$ cat config.mk
export PLATFORM = sky130hd
export DESIGN_NAME = serial_mod_n
export DESIGN_NICKNAME = d
export VERILOG_FILES = /design/src/rtl/serial_mod_n.sv
export SDC_FILE = /design/constraint.sdc
export NUM_CORES = 1
export LEC_CHECK = 0
export CORE_MARGIN = 2
export CORE_UTILIZATION = 45
export CTS_BUF_LIST = sky130_fd_sc_hd__clkbuf_2
export CTS_CLUSTER_DIAMETER = 120
export DETAILED_ROUTE_END_ITERATION = 12
export PLACE_DENSITY = 0.7
export SLEW_MARGIN = 20
export SYNTH_ARGS = -nofsm -noshare
export SYNTH_HDL_FRONTEND = slang
export SYNTH_SLANG_ARGS = --single-unit
$ cat constraint.sdc
create_clock -name clk -period 5.35 [get_ports clk]
set_input_delay 1.07 -clock clk [delete_from_list [all_inputs] [get_ports clk]]
set_output_delay 1.07 -clock clk [all_outputs]
set_load 0.02 [all_outputs]
$ cat src/rtl/serial_mod_n.sv
`default_nettype none
// ============================================================================
//  Module      : serial_mod_n
//  Description : Bit-serial divisibility checker. Accumulates a number that
//                arrives one bit per accepted cycle, in MSB-first or LSB-first
//                order, and keeps its running residue modulo MOD.
//  Ports       :
//    clk        in   single clock, all state changes on posedge
//    rst        in   asynchronous reset, active low
//    x          in   serial data bit
//    valid      in   x is a live bit this cycle
//    clr        in   synchronous start of a new number
//    msb_first  in   bit order for the next number, sampled only with clr=1
//    z          out  registered, 1 when the number so far is divisible by MOD
//    residue    out  registered, number so far mod MOD
//    bit_cnt    out  registered, saturating count of accepted bits
//    cnt_sat    out  registered, 1 when bit_cnt is at its maximum
//    order      out  registered, active bit order (1 = MSB-first)
//  Revision    : 1.0  initial release
// ============================================================================
module serial_mod_n #(
   parameter int MOD     = 3,
   parameter int RW      = 8,
   parameter int CNT_W   = 8,
   parameter bit DEF_MSB = 1'b1
) (
   input  logic             clk,
   input  logic             rst,
   input  logic             x,
   input  logic             valid,
   input  logic             clr,
   input  logic             msb_first,
   output logic             z,
   output logic [RW-1:0]    residue,
   output logic [CNT_W-1:0] bit_cnt,
   output logic             cnt_sat,
   output logic             order
);

   // Parameter legality is checked at elaboration time.
   generate
      if ((MOD < 2) || (MOD > 255)) begin : g_bad_mod
         $error("serial_mod_n: MOD must be in 2..255");
      end
      if ((RW < 1) || (RW > 30) || ((1 << RW) < MOD)) begin : g_bad_rw
         $error("serial_mod_n: RW too small for MOD");
      end
      if (CNT_W < 1) begin : g_bad_cnt
         $error("serial_mod_n: CNT_W must be at least 1");
      end
   endgenerate

   localparam logic [RW:0]      MOD_X   = (RW+1)'(MOD);
   localparam logic [CNT_W-1:0] CNT_MAX = '1;

   // Operands are always below 2*MOD, so one conditional subtract reduces them.
   function automatic logic [RW-1:0] reduce(input logic [RW:0] v);
      logic [RW:0] t;
      t = (v >= MOD_X) ? (v - MOD_X) : v;
      return t[RW-1:0];
   endfunction

   logic [RW-1:0]    r_q,       r_d;
   logic [RW-1:0]    w_q,       w_d;
   logic [CNT_W-1:0] cnt_q,     cnt_d;
   logic             order_q,   order_d;
   logic             z_q,       z_d;
   logic             cnt_sat_q, cnt_sat_d;

   // Starting point for this cycle's update: a clr restarts the number, and a
   // bit arriving with clr is treated as the first bit of the fresh number.
   logic [RW-1:0]    base_r;
   logic [RW-1:0]    base_w;
   logic [CNT_W-1:0] base_cnt;
   logic             order_eff;
   logic [RW:0]      sum;

   always_comb begin
      base_r    = clr ? '0 : r_q;
      base_w    = clr ? RW'(1) : w_q;
      base_cnt  = clr ? '0 : cnt_q;
      order_eff = clr ? msb_first : order_q;
      sum       = '0;

      r_d     = base_r;
      w_d     = base_w;
      cnt_d   = base_cnt;
      order_d = order_eff;

      if (valid) begin
         if (order_eff) begin
            sum = {base_r, 1'b0} + {{RW{1'b0}}, x};
         end else begin
            sum = {1'b0, base_r} + (x ? {1'b0, base_w} : '0);
         end
         r_d = reduce(sum);

         // The LSB weight advances per bit in LSB-first mode; a first bit
         // taken with clr always leaves the weight at 2 mod MOD.
         if (!order_eff || clr) begin
            w_d = reduce({base_w, 1'b0});
         end

         cnt_d = (base_cnt == CNT_MAX) ? base_cnt : (base_cnt + CNT_W'(1));
      end

      z_d       = (r_d == '0);
      cnt_sat_d = (cnt_d == CNT_MAX);
   end

   always_ff @(posedge clk or negedge rst) begin
      if (!rst) begin
         r_q       <= '0;
         w_q       <= RW'(1);
         cnt_q     <= '0;
         order_q   <= DEF_MSB;
         z_q       <= 1'b1;
         cnt_sat_q <= 1'b0;
      end else begin
         r_q       <= r_d;
         w_q       <= w_d;
         cnt_q     <= cnt_d;
         order_q   <= order_d;
         z_q       <= z_d;
         cnt_sat_q <= cnt_sat_d;
      end
   end

   assign z       = z_q;
   assign residue = r_q;
   assign bit_cnt = cnt_q;
   assign cnt_sat = cnt_sat_q;
   assign order   = order_q;

endmodule
`default_nettype wire
==> summary.txt, run 1 <==
Status
  – Outcome: finished clean

Routing
  – Routed WL per cell: 15.62 microns
  – Post-route DRC violation count: 0
  – Length of the first detailed-routing pass in iterations: 4
  – Vias: approximately 2000
  – Starting DRC count in detailed routing: 90
  – Final WL: between 5000 and 6000 microns
  – Via density per instance: about 5.8
  – Number of nets with antenna violations after detailed routing: 0

Clock tree
  – Number of clock buffers inserted by TritonCTS: 3
  – Cell chosen for the clock root: sky130_fd_sc_hd__clkbuf_2
  – Number of setup buffers added after CTS: 0
  – CTS tree: built
  – Depth of the CTS H-tree: 1
  – Clock sink count: 27
  – Clock Pin Slew Worst Setup and Hold Paths: 0.28 ns
  – Insertion delay of the later-clocked pin in the worst-skew pair: ~0.37 ns
  – CTS Buffer Depth: 2
  – Hold buffers post-CTS: 0
  – Number of instances resized during post-cts repair: 0

Synthesis
  – Proportion of synthesized flip-flops having asynchronous set or reset: 100.0%
  – Cell types with the largest area share after synthesis: sky130_fd_sc_hd__dfrtp_1 (27%), sky130_fd_sc_hd__ha_1 (5.6%), sky130_fd_sc_hd__nor2_1 (4.4%)
  – Post-synthesis net count: roughly 280
  – Most used flip-flop cell after synthesis: sky130_fd_sc_hd__dfrtp_1
  – YS warnings: 0
  – Cell accounting for the most synthesized area: sky130_fd_sc_hd__dfrtp_1
  – Share of Yosys cell area claimed by the top area cell type: 26.97%
  – Post-synthesis sequential area ratio: a little under a third
  – Number of instances in the synthesized netlist: 261
  – Post-synth design cell area: approximately 2200 sq um
  – Average instance area after synthesis: ~8.5 sq um
  – Unique cell type count in the Yosys netlist: 65
  – Count leader, synth: sky130_fd_sc_hd__nor2_1
  – Post-synth EDFFs: 0
  – Register bit total from synthesis: 27
  – Most frequent cells after synthesis: sky130_fd_sc_hd__nor2_1 (26), sky130_fd_sc_hd__nand2_1 (25), sky130_fd_sc_hd__dfrtp_1 (24)

GRT
  – Via count of the first global-routing pass: between 1500 and 2000
  – Pin count of the biggest net entering global routing: 28
  – Total grt overflow: 0
  – Overall routing resource usage: about a fifth
  – Number of antenna violations at the first check in global routing: 0
  – Wire length of the first global-routing pass: 9183 microns

STA
  – Accumulated negative setup slack: 0 ns
  – Worst-case setup margin in the final layout: 0.4768 ns
  – Clock tree skew after final layout: 0.005448 ns
  – Relative slew margins: 46.97%
  – Max Freq: 205.2 MHz
  – Count of endpoints failing hold in the final timing report: 0
  – Period utilization: 91.09%
  – Final critical delay including setup and external delays: ~5 ns
  – Worst slew pin tran: 0.7930 ns
  – Count of final setup violators: 0
  – Number of pins exceeding their max-slew limit in the final report: 0
  – Setup repair after global routing missed its margin: false

Floorplanning
  – Number of cell rows: 25
  – Ports placed on the boundary: 25
  – Die W: ~74 microns
  – Core region area: between 4000 and 5000 sq um
  – Die height: 74.35 microns
  – Initial core utilization: 46.84%
  – Area of the die: roughly 5500 sq um

Cells and area
  – Number of nets in the layout: ~300
  – # fillers: 490
  – Layout overhead on the synthesized area: 14.72%
  – Final non-filler cell area: roughly 2600 sq um
  – Antenna cells: 0
  – Layout cells sized above 1: 8.834%

Setup path
  – Setup crit end kind: register
  – Required time reported for the critical path endpoint: about 5.7 ns
  – Arr. time, crit path: 5.21 ns
  – Critical path peak fanout: 9
  – Worst Path Class, Setup: in -> reg
  – Startpoint class of the critical path: primary input

Power
  – Total power divided by cell area: around 320 nW/um^2
  – Peak supply drop: between 0.1 and 0.15 mV
  – Leakage Power: 1.103 nW
  – Overall power after layout: 805.2 uW

Placed design
  – Worst-case setup slack after placement: 0.06834 ns
  – Port-buffer cells: 24
  – Post-detailed-placement cell area: 2532 sq um
  – Weighted congestion reported at the end of routability-driven placement: 0.9239
  – Post-DP HPWL: 4149 microns

Min path
  – Hold/Removal Path Class: reg -> reg

Run
  – Maximum Capacitance Violations: 0
==> report_power, final <==
group / internal [mW] / switching, mW
combinational: 0.204 / 0.229
sequential: 0.242 / 0.0455
clock: 0.0173 / 0.0670
==> cell families (layout without fill, tap and decap cells) <==
| family | after synthesis | in the layout | synth area share, % |
|---|---|---|---|
| AO/OA/AOI/OAI | 71 | 71 | 24.38 |
| XOR/XNOR | 6 | 6 | 2.360 |
| adder cells (fa/ha/maj) | 11 | 11 | 6.517 |
| buffers and inverters | 19 | 41 | 3.876 |
| flip-flops | 27 | 27 | 30.51 |
| multiplexers | 7 | 7 | 3.427 |
| AND/OR/NAND/NOR | 120 | 120 | 28.93 |
==> critical path, stage by stage <==
cell and delay (ns):
sky130_fd_sc_hd__clkdlybuf4s50_1 0.65, sky130_fd_sc_hd__nor2b_1 0.11, sky130_fd_sc_hd__ha_1 0.24, sky130_fd_sc_hd__fa_1 0.42
sky130_fd_sc_hd__or2_1 0.22, sky130_fd_sc_hd__a41oi_1 0.33, sky130_fd_sc_hd__mux2i_1 0.27, sky130_fd_sc_hd__o211ai_1 0.20
sky130_fd_sc_hd__or4b_4 0.59, sky130_fd_sc_hd__or2_1 0.31, sky130_fd_sc_hd__xor2_1 0.19, sky130_fd_sc_hd__a2111oi_2 0.36
sky130_fd_sc_hd__and4_1 0.23
==> state kept, by name (all words and copies together), names as in the netlist <==
signal	cells
bit_cnt	8
order	1
cnt_sat	1
z	1
residue	8
w_q	8
==> per-layer routing <==
metal  part of all wire, %  GRT usage [%]  vias up
met1                    47          28.75      977
met3                   2.8          2.981        4
met2                    49          36.31       35
li1                      -              -     1011
met4                  0.66          4.365        0
met5                     0              0        -
==> path summary, 6_finish.rpt <==
path                                           start                    to  slack [ns]  cells past startpoint
worst max-delay path                             clr           z$_DFF_PN1_        0.48                     13
worst min-delay path                w_q[7]$_DFF_PN0_      w_q[7]$_DFF_PN0_        0.59                      2
worst max register to register  residue[0]$_DFF_PN0_           z$_DFF_PN1_        1.28                     12
worst min register to register      w_q[7]$_DFF_PN0_      w_q[7]$_DFF_PN0_        0.59                      2
max in group asynchronous                        rst      w_q[0]$_DFF_PN1_        4.03                      2
min in group asynchronous                        rst  residue[7]$_DFF_PN0_        1.01                      2
==> through the flow <==
| stage | hold WS [ns] | instances | utilization, % |
|---|---|---|---|
| 2_1_floorplan | 0.5181 | 261 | - |
| 3_3_place_gp | 0.5495 | 346 | 53.26 |
| 3_5_place_dp | 0.5563 | 346 | 53.26 |
| 4_1_cts | 0.5861 | 350 | 53.74 |
| 5_1_grt | 0.6354 | 350 | 53.74 |
| 6_report | 0.5892 | 350 | 53.74 |
==> layout make-up <==
cell class,instances,area (sq um),share of cell area [%]
multi-input combinational,215,1461,57.20
inverter,8,30.03,1.175
sequential,27,679.4,26.59
clock inverter,1,7.507,0.2938
clock buffer,3,15.01,0.5877
timing repair buffer,29,277.8,10.87
tap,67,83.83,3.281
==> layout by cell type (no fill, tap or decap), types with 8 or more instances in the layout <==
cell                              instances
sky130_fd_sc_hd__clkdlybuf4s50_1         24
sky130_fd_sc_hd__nand2_1                 25
sky130_fd_sc_hd__nor2_1                  26
sky130_fd_sc_hd__ha_1                    10
sky130_fd_sc_hd__nor2b_1                 13
sky130_fd_sc_hd__dfrtp_1                 24
sky130_fd_sc_hd__a21oi_1                 15
sky130_fd_sc_hd__and2_1                  11
sky130_fd_sc_hd__o21ai_0                 11
sky130_fd_sc_hd__inv_1                    8
(Power assumes the default switching activity.)
==> run 2: changes to the inputs <==
Settings changed: CORE_MARGIN 2 to 1, CTS_BUF_LIST sky130_fd_sc_hd__clkbuf_2 to sky130_fd_sc_hd__clkbuf_8.
==> summary.txt, run 2 (same netlist as run 1, synthesis figures left out) <==
Status
  – Outcome: finished clean

GRT
  – Pin count of the biggest net entering global routing: 28 (unchanged)
  – Wire length of the first global-routing pass: 9377 microns (+2.1%)
  – Via count of the first global-routing pass: 1968 (+0.56%)
  – Overall routing resource usage: 22.82% (+1.6 points)
  – Total grt overflow: 0 (unchanged)
  – Number of antenna violations at the first check in global routing: 0 (unchanged)

STA
  – Clock tree skew after final layout: 0.004273 ns (-0.001175 ns)
  – Setup repair after global routing missed its margin: false
  – Count of endpoints failing hold in the final timing report: 0 (unchanged)
  – Final critical delay including setup and external delays: 4.918 ns (+0.04528 ns)
  – Worst-case setup margin in the final layout: 0.4315 ns (-0.04529 ns)
  – Relative slew margins: 47.65% (+0.68 points)
  – Count of final setup violators: 0 (unchanged)
  – Period utilization: 91.93% (+0.85 points)
  – Accumulated negative setup slack: 0 ns (unchanged)
  – Max Freq: 203.3 MHz (-0.92%)
  – Final hold slack: 0.5827 ns (-0.006537 ns)
  – Number of pins exceeding their max-slew limit in the final report: 0 (unchanged)
  – Worst slew pin tran: 0.7828 ns (-0.01022 ns)

Setup path
  – Setup crit end kind: register
  – Required time reported for the critical path endpoint: 5.58 ns (-0.11 ns)
  – Worst Path Class, Setup: in -> reg
  – Critical path peak fanout: 6 (-3)
  – Startpoint class of the critical path: primary input
  – Arr. time, crit path: 5.15 ns (-0.06 ns)

Clock tree
  – Number of instances resized during post-cts repair: 0 (unchanged)
  – Depth of the CTS H-tree: 1 (unchanged)
  – CTS tree: built
  – Clock sink count: 27 (unchanged)
  – Number of clock buffers inserted by TritonCTS: 3 (unchanged)
  – Number of setup buffers added after CTS: 0 (unchanged)
  – CTS Buffer Depth: 2 (unchanged)
  – Insertion delay of the later-clocked pin in the worst-skew pair: 0.29 ns (-0.08 ns)
  – Clock Pin Slew Worst Setup and Hold Paths: 0.10 ns (-0.18 ns)
  – Hold buffers post-CTS: 0 (unchanged)
  – Cell chosen for the clock root: sky130_fd_sc_hd__clkbuf_8

Power
  – Leakage Power: 1.131 nW (+2.6%)
  – Peak supply drop: 0.1858 mV (+50%)
  – Overall power after layout: 853.5 uW (+6.0%)
  – Total power divided by cell area: 327.6 nW/um^2 (+4.0%)

Floorplanning
  – Number of cell rows: 25 (unchanged)
  – Core region area: 4755 sq um (unchanged)
  – Die height: 72.35 microns (-2.7%)
  – Die W: 72.35 microns (-2.7%)
  – Area of the die: 5235 sq um (-5.3%)
  – Ports placed on the boundary: 25 (unchanged)
  – Initial core utilization: 46.84% (unchanged)

Routing
  – Length of the first detailed-routing pass in iterations: 4 (unchanged)
  – Final WL: 5588 microns (+2.2%)
  – Via density per instance: 5.884 (+1.6%)
  – Post-route DRC violation count: 0 (unchanged)
  – Number of nets with antenna violations after detailed routing: 0 (unchanged)
  – Vias: 2077 (+2.5%)
  – Starting DRC count in detailed routing: 151 (+68%)
  – Routed WL per cell: 15.83 microns (+1.3%)

Cells and area
  – Number of nets in the layout: 304 (+1.0%)
  – Most frequent cells in the layout: sky130_fd_sc_hd__nor2_1 (26), sky130_fd_sc_hd__nand2_1 (25), sky130_fd_sc_hd__dfrtp_1 (24), sky130_fd_sc_hd__clkdlybuf4s50_1 (24), sky130_fd_sc_hd__a21oi_1 (15)
  – # fillers: 461 (-5.9%)
  – Most common library cell in the layout ignoring fill and taps: sky130_fd_sc_hd__nor2_1
  – Layout cells sized above 1: 9.790% (+0.96 points)
  – Antenna cells: 0 (unchanged)
  – Layout overhead on the synthesized area: 16.97%

Placed design
  – Worst-case setup slack after placement: 0.1487 ns (+0.08038 ns)
  – Port-buffer cells: 24 (unchanged)
  – Weighted congestion reported at the end of routability-driven placement: 0.8733 (-5.5%)
  – Post-DP HPWL: 4255 microns (+2.5%)

Run
  – Maximum Capacitance Violations: 0 (unchanged)

Min path
  – Hold/Removal Path Class: reg -> reg
[run 2: cell count changes in the layout (fill, tap and decap cells not counted), sizes merged]
cell / change
buf: +3
clkinvlp: -1
inv: +1
[run 2: final cells by class]
type	count	area, sq um	area share (%)
inverter	8	30.03	1.153
clock buffer	3	41.29	1.585
tap	67	83.83	3.218
sequential	27	679.4	26.08
clock inverter	1	8.758	0.3362
multi-input combinational	215	1461	56.10
timing repair buffer	32	300.3	11.53
[run 2: final timing paths]
| check | from | endpoint | slack (ns) | cells after the start |
|---|---|---|---|---|
| worst min-delay path | w_q[7]$_DFF_PN0_ | w_q[7]$_DFF_PN0_ | 0.58 | 2 |
| max in group asynchronous | rst | order$_DFF_PN1_ | 3.88 | 2 |
| worst max register to register | residue[0]$_DFF_PN0_ | z$_DFF_PN1_ | 1.30 | 12 |
| worst min register to register | w_q[7]$_DFF_PN0_ | w_q[7]$_DFF_PN0_ | 0.58 | 2 |
| min in group asynchronous | rst | residue[6]$_DFF_PN0_ | 1.15 | 2 |
| worst max-delay path | clr | z$_DFF_PN1_ | 0.43 | 13 |
[run 2: per-layer routing]
metal / vias up / routed length (microns) / global-route usage (%)
li1: 1019 / - / -
met2: 65 / 2730 / 39.77
met3: 9 / 277 / 3.194
met5: - / 0 / 0
met4: 0 / 93 / 5.447
met1: 984 / 2486 / 29.84
[run 2: per-stage QoR]
step / instances / area, sq um / util (%)
3_3_place_gp: 349 / 2555 / 53.74
4_1_cts: 353 / 2605 / 54.79
6_report: 353 / 2605 / 54.79
2_1_floorplan: 261 / 2227 / -
3_5_place_dp: 349 / 2555 / 53.74
5_1_grt: 353 / 2605 / 54.79
[run 2: where the power goes]
group,internal [mW],total (mW),switching (mW)
Clock,0.0549,0.129,0.0741
Sequential,0.242,0.287,0.0447
Combinational,0.205,0.437,0.233
Total,0.502,0.853,0.352
[run 2: critical path, stage by stage]
cell and delay, ns:
sky130_fd_sc_hd__clkdlybuf4s50_1 0.59, sky130_fd_sc_hd__nor2b_1 0.10, sky130_fd_sc_hd__ha_1 0.23, sky130_fd_sc_hd__fa_1 0.42, sky130_fd_sc_hd__or2_1 0.23, sky130_fd_sc_hd__a41oi_1 0.36, sky130_fd_sc_hd__mux2i_1 0.27, sky130_fd_sc_hd__o211ai_1 0.21
sky130_fd_sc_hd__or4b_4 0.59, sky130_fd_sc_hd__or2_1 0.31, sky130_fd_sc_hd__xor2_1 0.19, sky130_fd_sc_hd__a2111oi_2 0.35, sky130_fd_sc_hd__and4_1 0.22
